==> config.mk <==
export PLATFORM = sky130hd
export DESIGN_NAME = data_mem_bank_flat
export DESIGN_NICKNAME = d
export VERILOG_FILES = /design/src/rtl/data_mem_bank_pkg.sv /design/src/rtl/data_mem_bank_if.sv /design/src/rtl/data_mem_array.sv /design/src/rtl/data_mem_bank.sv /design/src/flat_wrapper.sv
export SDC_FILE = /design/constraint.sdc
export NUM_CORES = 2
export LEC_CHECK = 0
export CAP_MARGIN = 20
export CELL_PAD_IN_SITES_DETAIL_PLACEMENT = 1
export CELL_PAD_IN_SITES_GLOBAL_PLACEMENT = 2
export CORE_MARGIN = 2
export CORE_UTILIZATION = 50
export CTS_CLUSTER_SIZE = 20
export DETAILED_ROUTE_END_ITERATION = 7
export GPL_TIMING_DRIVEN = 0
export HOLD_SLACK_MARGIN = 0.1
export PLACE_DENSITY_LB_ADDON = 0.1
export SYNTH_ARGS = -nofsm -noshare
export SYNTH_HDL_FRONTEND = slang
export SYNTH_SLANG_ARGS = --single-unit
==> constraint.sdc <==
create_clock -name clk -period 6.6 [get_ports clk]
set_input_delay 0.99 -clock clk [delete_from_list [all_inputs] [get_ports clk]]
set_output_delay 0.99 -clock clk [all_outputs]
set_load 0.05 [all_outputs]
==> src/rtl/data_mem_bank_pkg.sv <==
// Shared types and helpers for the data memory bank.
// Optional parity storage: DATA_MEM_BANK_PARITY_EN.
package data_mem_bank_pkg;

  typedef enum logic {
    ST_CLEAR,
    ST_IDLE
  } st_t;

  localparam int LANE_BITS = 8;

  function automatic logic even_par(
    input logic [7:0] b
  );
    return ^b;
  endfunction

  function automatic int idx_w(
    input int depth
  );
    return (depth <= 1) ? 1 : $clog2(depth);
  endfunction

endpackage

==> src/rtl/data_mem_bank_if.sv <==
// Request/response bus of the data memory bank.
// CPU side is master, memory side is slave.
interface data_mem_bank_if #(
  parameter int DATA_W = 8,
  parameter int ADDR_W = 8,
  parameter int BE_W   = DATA_W / 8
);

  logic              req_valid;
  logic              req_ready;
  logic              req_wr;
  logic [ADDR_W-1:0] req_addr;
  logic [DATA_W-1:0] req_wdata;
  logic [BE_W-1:0]   req_be;
  logic              rsp_valid;
  logic              rsp_ready;
  logic [DATA_W-1:0] rsp_rdata;
  logic              rsp_err;
  logic              rsp_perr;

  modport master (
    output req_valid,
    output req_wr,
    output req_addr,
    output req_wdata,
    output req_be,
    output rsp_ready,
    input  req_ready,
    input  rsp_valid,
    input  rsp_rdata,
    input  rsp_err,
    input  rsp_perr
  );

  modport slave (
    input  req_valid,
    input  req_wr,
    input  req_addr,
    input  req_wdata,
    input  req_be,
    input  rsp_ready,
    output req_ready,
    output rsp_valid,
    output rsp_rdata,
    output rsp_err,
    output rsp_perr
  );

endinterface

==> src/rtl/data_mem_array.sv <==
// Storage array: per-lane write enables,
// registered synchronous read, no reset.
module data_mem_array #(
  parameter int DEPTH  = 256,
  parameter int IDX_W  = 8,
  parameter int LANES  = 1,
  parameter int LANE_W = 8,
  localparam int WORD_W = LANES * LANE_W
) (
  input  logic              clk,
  input  logic [IDX_W-1:0]  addr,
  input  logic [LANES-1:0]  we,
  input  logic [WORD_W-1:0] wdata,
  input  logic              re,
  output logic [WORD_W-1:0] rdata
);

  logic [WORD_W-1:0] mem [DEPTH];

  // Lane-masked write and registered read.
  always_ff @(posedge clk) begin
    for (int i = 0; i < LANES; i++) begin
      if (we[i]) begin
        mem[addr][i*LANE_W +: LANE_W] <=
          wdata[i*LANE_W +: LANE_W];
      end
    end
    if (re) begin
      rdata <= mem[addr];
    end
  end

endmodule

==> src/rtl/data_mem_bank.sv <==
// Data memory bank: clear engine, handshakes,
// range check. Option: DATA_MEM_BANK_PARITY_EN.
module data_mem_bank
  import data_mem_bank_pkg::*;
#(
  parameter int DATA_W = 8,
  parameter int ADDR_W = 8,
  parameter int DEPTH  = 256,
  localparam int BE_W  = DATA_W / 8
) (
  input  logic clk,
  input  logic rst_n,
  input  logic clr_req,
  output logic clr_busy,
  data_mem_bank_if.slave bus
);

  localparam int IDX_W = idx_w(DEPTH);
`ifdef DATA_MEM_BANK_PARITY_EN
  localparam int LANE_W = LANE_BITS + 1;
`else
  localparam int LANE_W = LANE_BITS;
`endif
  localparam int WORD_W = LANE_W * BE_W;
  localparam int DEPTH_M1 = DEPTH - 1;
  localparam logic [ADDR_W:0] DEPTH_X =
    DEPTH[ADDR_W:0];
  localparam logic [IDX_W-1:0] LAST =
    DEPTH_M1[IDX_W-1:0];

  st_t              state;
  st_t              state_n;
  logic [IDX_W-1:0] clr_addr;
  logic [IDX_W-1:0] clr_addr_n;

  logic             in_range;
  logic             acc;
  logic             rd_acc;
  logic             wr_acc;
  logic [IDX_W-1:0] idx;

  logic [BE_W-1:0]   arr_we;
  logic              arr_re;
  logic [IDX_W-1:0]  arr_addr;
  logic [WORD_W-1:0] arr_wdata;
  logic [WORD_W-1:0] arr_rdata;
  logic [WORD_W-1:0] req_word;
  logic [DATA_W-1:0] rd_data;

  logic rsp_valid_q;
  logic rsp_err_q;

  assign in_range = {1'b0, bus.req_addr} < DEPTH_X;
  assign idx      = bus.req_addr[IDX_W-1:0];
  assign clr_busy = (state == ST_CLEAR);

  assign bus.req_ready = (state == ST_IDLE)
                      && !clr_req
                      && (!rsp_valid_q || bus.rsp_ready);

  assign acc    = bus.req_valid && bus.req_ready;
  assign rd_acc = acc && !bus.req_wr;
  assign wr_acc = acc && bus.req_wr;

  // State and clear address registers.
  always_ff @(posedge clk) begin
    if (!rst_n) begin
      state    <= ST_CLEAR;
      clr_addr <= '0;
    end else begin
      state    <= state_n;
      clr_addr <= clr_addr_n;
    end
  end

  // Clear sweep one word per cycle; clr_req only in IDLE.
  always_comb begin
    state_n    = state;
    clr_addr_n = clr_addr;
    unique case (state)
      ST_CLEAR: begin
        if (clr_addr == LAST) begin
          state_n    = ST_IDLE;
          clr_addr_n = '0;
        end else begin
          clr_addr_n = clr_addr + 1'b1;
        end
      end
      ST_IDLE: begin
        if (clr_req) begin
          state_n    = ST_CLEAR;
          clr_addr_n = '0;
        end
      end
    endcase
  end

  // Pack request data into lanes, with parity if stored.
  always_comb begin
    req_word = '0;
    for (int i = 0; i < BE_W; i++) begin
      req_word[i*LANE_W +: 8] =
        bus.req_wdata[i*8 +: 8];
`ifdef DATA_MEM_BANK_PARITY_EN
      req_word[i*LANE_W + 8] =
        even_par(bus.req_wdata[i*8 +: 8]);
`endif
    end
  end

  // Array port: clear sweep, in-range write, or read.
  always_comb begin
    arr_we    = '0;
    arr_re    = 1'b0;
    arr_addr  = idx;
    arr_wdata = req_word;
    unique case (1'b1)
      clr_busy: begin
        arr_we    = '1;
        arr_wdata = '0;
        arr_addr  = clr_addr;
      end
      wr_acc: arr_we = in_range ? bus.req_be : '0;
      rd_acc: arr_re = in_range;
      default: ;
    endcase
  end

  data_mem_array #(
    .DEPTH  (DEPTH),
    .IDX_W  (IDX_W),
    .LANES  (BE_W),
    .LANE_W (LANE_W)
  ) u_arr (
    .clk   (clk),
    .addr  (arr_addr),
    .we    (arr_we),
    .wdata (arr_wdata),
    .re    (arr_re),
    .rdata (arr_rdata)
  );

  // Response flags; held until the consumer takes them.
  always_ff @(posedge clk) begin
    if (!rst_n) begin
      rsp_valid_q <= 1'b0;
      rsp_err_q   <= 1'b0;
    end else if (rd_acc) begin
      rsp_valid_q <= 1'b1;
      rsp_err_q   <= !in_range;
    end else if (bus.rsp_ready) begin
      rsp_valid_q <= 1'b0;
    end
  end

  // Strip parity bits from the stored word.
  always_comb begin
    rd_data = '0;
    for (int i = 0; i < BE_W; i++) begin
      rd_data[i*8 +: 8] = arr_rdata[i*LANE_W +: 8];
    end
  end

  assign bus.rsp_valid = rsp_valid_q;
  assign bus.rsp_err   = rsp_err_q;
  assign bus.rsp_rdata =
    (rsp_valid_q && !rsp_err_q) ? rd_data : '0;

`ifdef DATA_MEM_BANK_PARITY_EN
  logic perr;

  // Any lane whose stored parity disagrees flags an error.
  always_comb begin
    perr = 1'b0;
    for (int i = 0; i < BE_W; i++) begin
      if (arr_rdata[i*LANE_W + 8] !=
          even_par(arr_rdata[i*LANE_W +: 8])) begin
        perr = 1'b1;
      end
    end
  end

  assign bus.rsp_perr =
    rsp_valid_q && !rsp_err_q && perr;
`else
  assign bus.rsp_perr = 1'b0;
`endif

endmodule

==> src/flat_wrapper.sv <==
// flat-port wrapper written by rule: the top's interface ports become plain ports
module data_mem_bank_flat import data_mem_bank_pkg::*;
#(
  parameter int DATA_W = 8,
  parameter int ADDR_W = 8,
  parameter int DEPTH  = 256,
  localparam int BE_W  = DATA_W / 8
)
  (clk, rst_n, clr_req, clr_busy, bus_req_valid, bus_req_wr, bus_req_addr, bus_req_wdata, bus_req_be, bus_rsp_ready, bus_req_ready, bus_rsp_valid, bus_rsp_rdata, bus_rsp_err, bus_rsp_perr);
  data_mem_bank_if #(.DATA_W(DATA_W), .ADDR_W(ADDR_W)) bus_i ();
  input  logic clk;
  input  logic rst_n;
  input  logic clr_req;
  output logic clr_busy;
  input wire logic [$bits(bus_i.req_valid)-1:0] bus_req_valid;
  input wire logic [$bits(bus_i.req_wr)-1:0] bus_req_wr;
  input wire logic [$bits(bus_i.req_addr)-1:0] bus_req_addr;
  input wire logic [$bits(bus_i.req_wdata)-1:0] bus_req_wdata;
  input wire logic [$bits(bus_i.req_be)-1:0] bus_req_be;
  input wire logic [$bits(bus_i.rsp_ready)-1:0] bus_rsp_ready;
  output wire logic [$bits(bus_i.req_ready)-1:0] bus_req_ready;
  output wire logic [$bits(bus_i.rsp_valid)-1:0] bus_rsp_valid;
  output wire logic [$bits(bus_i.rsp_rdata)-1:0] bus_rsp_rdata;
  output wire logic [$bits(bus_i.rsp_err)-1:0] bus_rsp_err;
  output wire logic [$bits(bus_i.rsp_perr)-1:0] bus_rsp_perr;
  assign bus_i.req_valid = bus_req_valid;
  assign bus_i.req_wr = bus_req_wr;
  assign bus_i.req_addr = bus_req_addr;
  assign bus_i.req_wdata = bus_req_wdata;
  assign bus_i.req_be = bus_req_be;
  assign bus_i.rsp_ready = bus_rsp_ready;
  assign bus_req_ready = bus_i.req_ready;
  assign bus_rsp_valid = bus_i.rsp_valid;
  assign bus_rsp_rdata = bus_i.rsp_rdata;
  assign bus_rsp_err = bus_i.rsp_err;
  assign bus_rsp_perr = bus_i.rsp_perr;
  data_mem_bank #(.DATA_W(DATA_W), .ADDR_W(ADDR_W), .DEPTH(DEPTH)) u_core (.clk(clk), .rst_n(rst_n), .clr_req(clr_req), .clr_busy(clr_busy), .bus(bus_i));
endmodule
-- After elaboration in Yosys (flattened, before gate mapping)
Memories as Yosys holds them, arrays and structs flattened. A register that Yosys moved wholly into a read port is not among the register bits.
Cells that the tools add are included.
Widths: inputs -> output; s select.
- eq/ne operators: 2
- $add $sub $neg: 1
- reduce and logical (&&, ||, !) cells: 10
- bitwise logic cells: 1
- multiplexer cells: 15
- operators with widths (kind ; number):
    $mux 8 ; 5
    $pmux 8 s2 ; 1
    $add 8x1->8 const B ; 1
    $eq 8x8->1 const B ; 1
    $mux 1 ; 7
    $logic_and 1x1->1 ; 5
    $pmux 1 s2 ; 2
    $logic_not 1->1 ; 3
    $ne 2x2->1 const B ; 1
    $reduce_bool 2->1 ; 1
    $logic_or 1x1->1 ; 1
    $not 1->1 ; 1
- word-level logic and storage cells: 33
- RAM bits: 2048
- memories: 1
- register bits: 10
- input port bits: 23
- memories (memory ; words ; width ; rd ports ; clocked after memory_dff ; write ports ; line ; source):
    u_core.u_arr.mem ; 256 ; 8 ; 1 ; 1 ; 1 ; data_mem_array.sv:18 ; logic [WORD_W-1:0] mem [DEPTH];

-- Longest topological paths before layout
- word-level depth: 8
- gate-level depth with buffers: 12
- gate-level depth less buffers: 7

-- Hierarchy
Synthesis repeated with hierarchy kept, for this count alone.
- cells, all modules: 3644
- area total of the unflattened synthesis: 79319.8 um^2
- by module, submodules not included (module ; cells an instance ; area an instance (um^2) ; times used):
    data_mem_array ; 3547 ; 78572.9 ; 1
    data_mem_bank ; 97 ; 747.0 ; 1

-- Worst setup path after synthesis
No wires, ideal clock.
- path kind: reg2reg
- start: reg u_core.state
- end: mem u_core.u_arr.mem[0][0] (netlist name), data pin
- buffers on the path: 4
- cell stages (with the launch flop): 6
- arrival time: 4.551 ns
- slack: 1.182 ns
- clock period less this slack: 5.418 ns
- required time: 5.733 ns
- cell sequence: dfxtp_1 > buf_2 > buf_2 > clkbuf_1 > clkbuf_1 > and2_1
- word-level cells in the longest chain between the ends: 1
- RTL lines (item ; line ; source):
    from (decl) ; data_mem_bank.sv:31 ; st_t state;
    from (signal assigned) ; data_mem_bank.sv:71 ; state <= state_n;
    $mux 8 ; data_mem_bank.sv:117 ; unique case (1'b1)
    net u_core.arr_wdata[0] ; data_mem_bank.sv:45 ; logic [WORD_W-1:0] arr_wdata;
    to (decl) ; data_mem_array.sv:18 ;
The timed path passes the listed nets, and every way through them passes these cells.

-- Final worst setup path
- start: in bus_req_addr[1]
- end: mem u_core.u_arr.mem[82][3] (netlist name) (enable)
- word-level cells in the longest chain between the ends: 1
- RTL lines (item ; line ; source):
    from (decl) ; flat_wrapper.sv:17 ; input wire logic [$bits(bus_i.req_addr)-1:0] bus_req_addr;
    $mux 8 ; data_mem_bank.sv:117 ;
Every way passes these cells.

==> flow_summary.ini <==
[status]
status = finished with violations
violations = setup timing

[worst_setup_path]
cp-endpoint = u_core.u_arr.mem[82][3]
rrSetupSlack_ns = 0.31
path_max_fanout = 10
startpoint = bus_req_addr[1]
r2r_start = u_core.state
path_class = input pin to flip-flop
cp_data_arrival_time_ns = 7.07
timing.rr.end = u_core.u_arr.mem[82][3]
worstPathRequired_ns = 7.05
start_kind = input pin
ff2ff_path_depth = 11
end_kind = flip-flop

[logic_synthesis]
synthSimpleGateAreaFrac_pct = 3.18
netlist.area_leader.share_pct = 77.6
yosys.area.top_type = edfxtp_1
synth_edf_count = 2056
netlist_instances = 3791
yosys_warnings = 0
synthMuxAreaShare_pct = 14.3
syn_area_per_cell_um2 = 21.0
ys_types = 50
synthAdderAreaFrac_pct = 0.0157
synthArstFlopShare_pct = 0
synth_ff_type = edfxtp_1
synth_top_family_by_area = multiplexers
synth.cell_area_mm2 = 0.0796
synth-compound-area-share_pct = 3.47
ys_seq_area_share_pct = 77.8
synthTopCellsByArea = edfxtp_1 78%, mux4_2 12%, mux2i_1 1.8%
synth-xor-area-share_pct = 0
ys_ff_latch = 2066

[sta]
max_freq_mhz = 151
relSlewSlack_pct = 10.9
rsz0062_at_grt = true
setup_viol = 16
fin_ws_ns = -0.0265
worstMarginPinSlew_ns = 1.34
finClkSkew_ns = 0.0309
slew_viol_final = 0
period_needed_ns = 6.63
hold_slack_ns = 0.629
timing.final.hold_violations = 0
period_share_pct = 100

[route]
drc_errors = 0
firstDrtPassIters = 5
vias = 40800
wirelength_um = 235000
ant_nets = 0
routedWlPerCell_um = 37.1
drtIter0Drc = 4917
via_per_inst = 6.46

[clocking]
clk_latency_ns = 0.83
clk_path_buf_depth = 3
root_buffer = clkbuf_16
clock_sinks = 2066
cts_buffers = 208
cts_tree = built
path_clk_slew_ns = 0.07
htreeDepth = 4

[floorplan]
die_w_um = 403
initial_core_util_pct = 50.3
ios = 36
dieArea_mm2 = 0.162
core.rowCount = 146
die_y_um = 403
core_area_mm2 = 0.158

[global_routing]
grt_usage_pct = 29.3
top_usage_layer = met2
met2_usage_pct = 46.0
grt_pass1_vias = 41400
grt_first_pass_wirelength_um = 329000
grt-ovfl-total = 0
grt_start_max_net_pins = 85
antenna_found_initial = 17
use_met3_pct = 4.30
global_route.usage.met1_pct = 43.7

[finish]
drive_above_1_share_pct = 20.7
finalNonFillerCells = 6323
stdcell_area_mm2 = 0.0899
fillers = 13400
nNetsFinal = 4104
areaGrowthSynthToFinish_pct = 13.0

[place]
dp_hpwl_um = 159000
port_buffers = 31
post_dp_cell_area_mm2 = 0.0835
placed_cells = 5941
place.gp.congestion = 0.846

[pwr]
finalPower_mw = 26.6
leakage_nw = 27.1
power.density_mw_per_mm2 = 296
irDropWorstVdd_uv = 269

[job]
cap_violations = 0

[min_path]
hold_class = flip-flop to flip-flop
min_path_cells = 2
==> metrics by stage <==
step,utilization [%],setup slack [ns],setup TNS (ns)
detailed placement,52.8,-0.830,-426.32
global route,56.8,-0.128,-7.16
CTS,56.8,0.0303,0
global placement,52.1,-4.53,-9581.57
finish,56.8,-0.0265,-0.182
floorplan,-,1.18,0
==> where the power goes <==
part	internal [mW]	switching, mW	leakage (nW)	total, mW
registers	14.2	0.00649	18.5	14.2
logic	0.396	0.745	5.54	1.14
clock network	6.27	4.96	3.12	11.2
==> state kept, by name (all words and copies together) (netlist names) <==
| register | cells |
|---|---|
| u_core.u_arr.mem | 2048 |
| u_core.state | 1 |
| u_core.u_arr.rdata | 8 |
| u_core.clr_addr | 8 |
| u_core.bus.rsp_valid | 1 |
==> worst min-delay path by stage <==
| stage | start | end | slack [ns] |
|---|---|---|---|
| finish | u_core.clr_addr[5] | u_core.clr_addr[5] | 0.63 |
| global route | u_core.clr_addr[5] | u_core.clr_addr[5] | 0.69 |
| CTS | u_core.clr_addr[5] | u_core.clr_addr[5] | 0.62 |
| detailed placement | u_core.clr_addr[5] | u_core.clr_addr[5] | 0.59 |
| global placement | u_core.clr_addr[5] | u_core.clr_addr[5] | 0.59 |
| floorplan | u_core.clr_addr[5] | u_core.clr_addr[5] | 0.54 |
==> critical path: stages <==
cell             delay [ns]
clkdlybuf4s50_1        0.66
mux2_2                 0.33
buf_2                  0.30
clkdlybuf4s15_1        0.78
buf_2                  0.44
buf_2                  0.33
buf_2                  0.44
nand2_1                0.22
nor2_1                 0.29
nand2_1                0.73
clkbuf_2               0.69
nor2_1                 0.83
==> cells by family (layout without fill, tap and decap cells) <==
kind of cell             count (synthesis)  in the layout
buffers and inverters                  221            678
flip-flops                            2066           2066
AND/OR/NAND/NOR                        570            570
multiplexers                           585            585
adder cells (fa/ha/maj)                  1              1
AO/OA/AOI/OAI                          347            347
other                                    1              4
==> placed cells by master, fill, tap and decap left out, drive strengths merged, types with 16 or more instances in the layout <==
master | netlist | routed
a22oi | 181 | 181
buf | 84 | 131
nand4 | 16 | 16
and4 | 17 | 17
clkinv | 1 | 95
o41ai | 16 | 16
clkbuf | 134 | 402
a32oi | 16 | 16
clkdlybuf4s50 | 0 | 31
nor2 | 274 | 274
mux4 | 440 | 440
mux2i | 141 | 141
nand2 | 139 | 139
edfxtp | 2056 | 2056
a41oi | 17 | 17
and2 | 18 | 18
nand3 | 60 | 60
a221oi | 64 | 64
==> cell usage after synthesis (2+ instances only) <==
library cell	n
edfxtp_1	2056
mux4_2	440
nor2_1	274
a22oi_1	181
mux2i_1	141
nand2_1	139
clkbuf_1	134
a221oi_1	64
nand3_1	60
buf_2	58
and2_1	18
a41oi_1	17
and4_1	17
a32oi_1	16
nand4_1	16
o41ai_1	16
buf_1	14
nor2b_1	12
dfxtp_1	10
a41o_1	9
o2111ai_1	8
o31ai_1	8
or4_1	8
a21oi_1	7
buf_4	7
nand3b_1	6
o21ai_0	6
or3b_2	6
buf_6	5
and3_1	4
mux2_2	4
nor3_1	3
o21a_1	3
o32ai_1	3
or3_1	3
a31oi_1	2
inv_1	2
nand2b_1	2
==> layer usage <==
metal | part of all wire, % | up-vias
li1 | - | 16500
met1 | 42 | 22200
met2 | 48 | 1823
met3 | 7.5 | 272
met4 | 2.4 | 2
met5 | 0.0085 | -
==> what timing repair did <==
item                       4_1_cts  5_1_grt
buffers inserted                 0        0
gates resized for setup          0       14
hold buffers                     0        0
setup endpoints to repair        0      151
==> area by class of cell <==
type / count / area (um^2) / area share [%]
Sequential cell: 2066 / 61900 / 68.9
Buffer: 218 / 977 / 1.09
Multi-Input combinational cell: 1505 / 16700 / 18.6
Tap cell: 2072 / 2590 / 2.88
Timing Repair Buffer: 78 / 1280 / 1.43
Clock inverter: 110 / 821 / 0.913
Clock buffer: 269 / 5560 / 6.18
Inverter: 3 / 11.3 / 0.0125
Antenna cell: 2 / 5.00 / 0.00556
No activity file was read; power rests on OpenSTA's default activity.
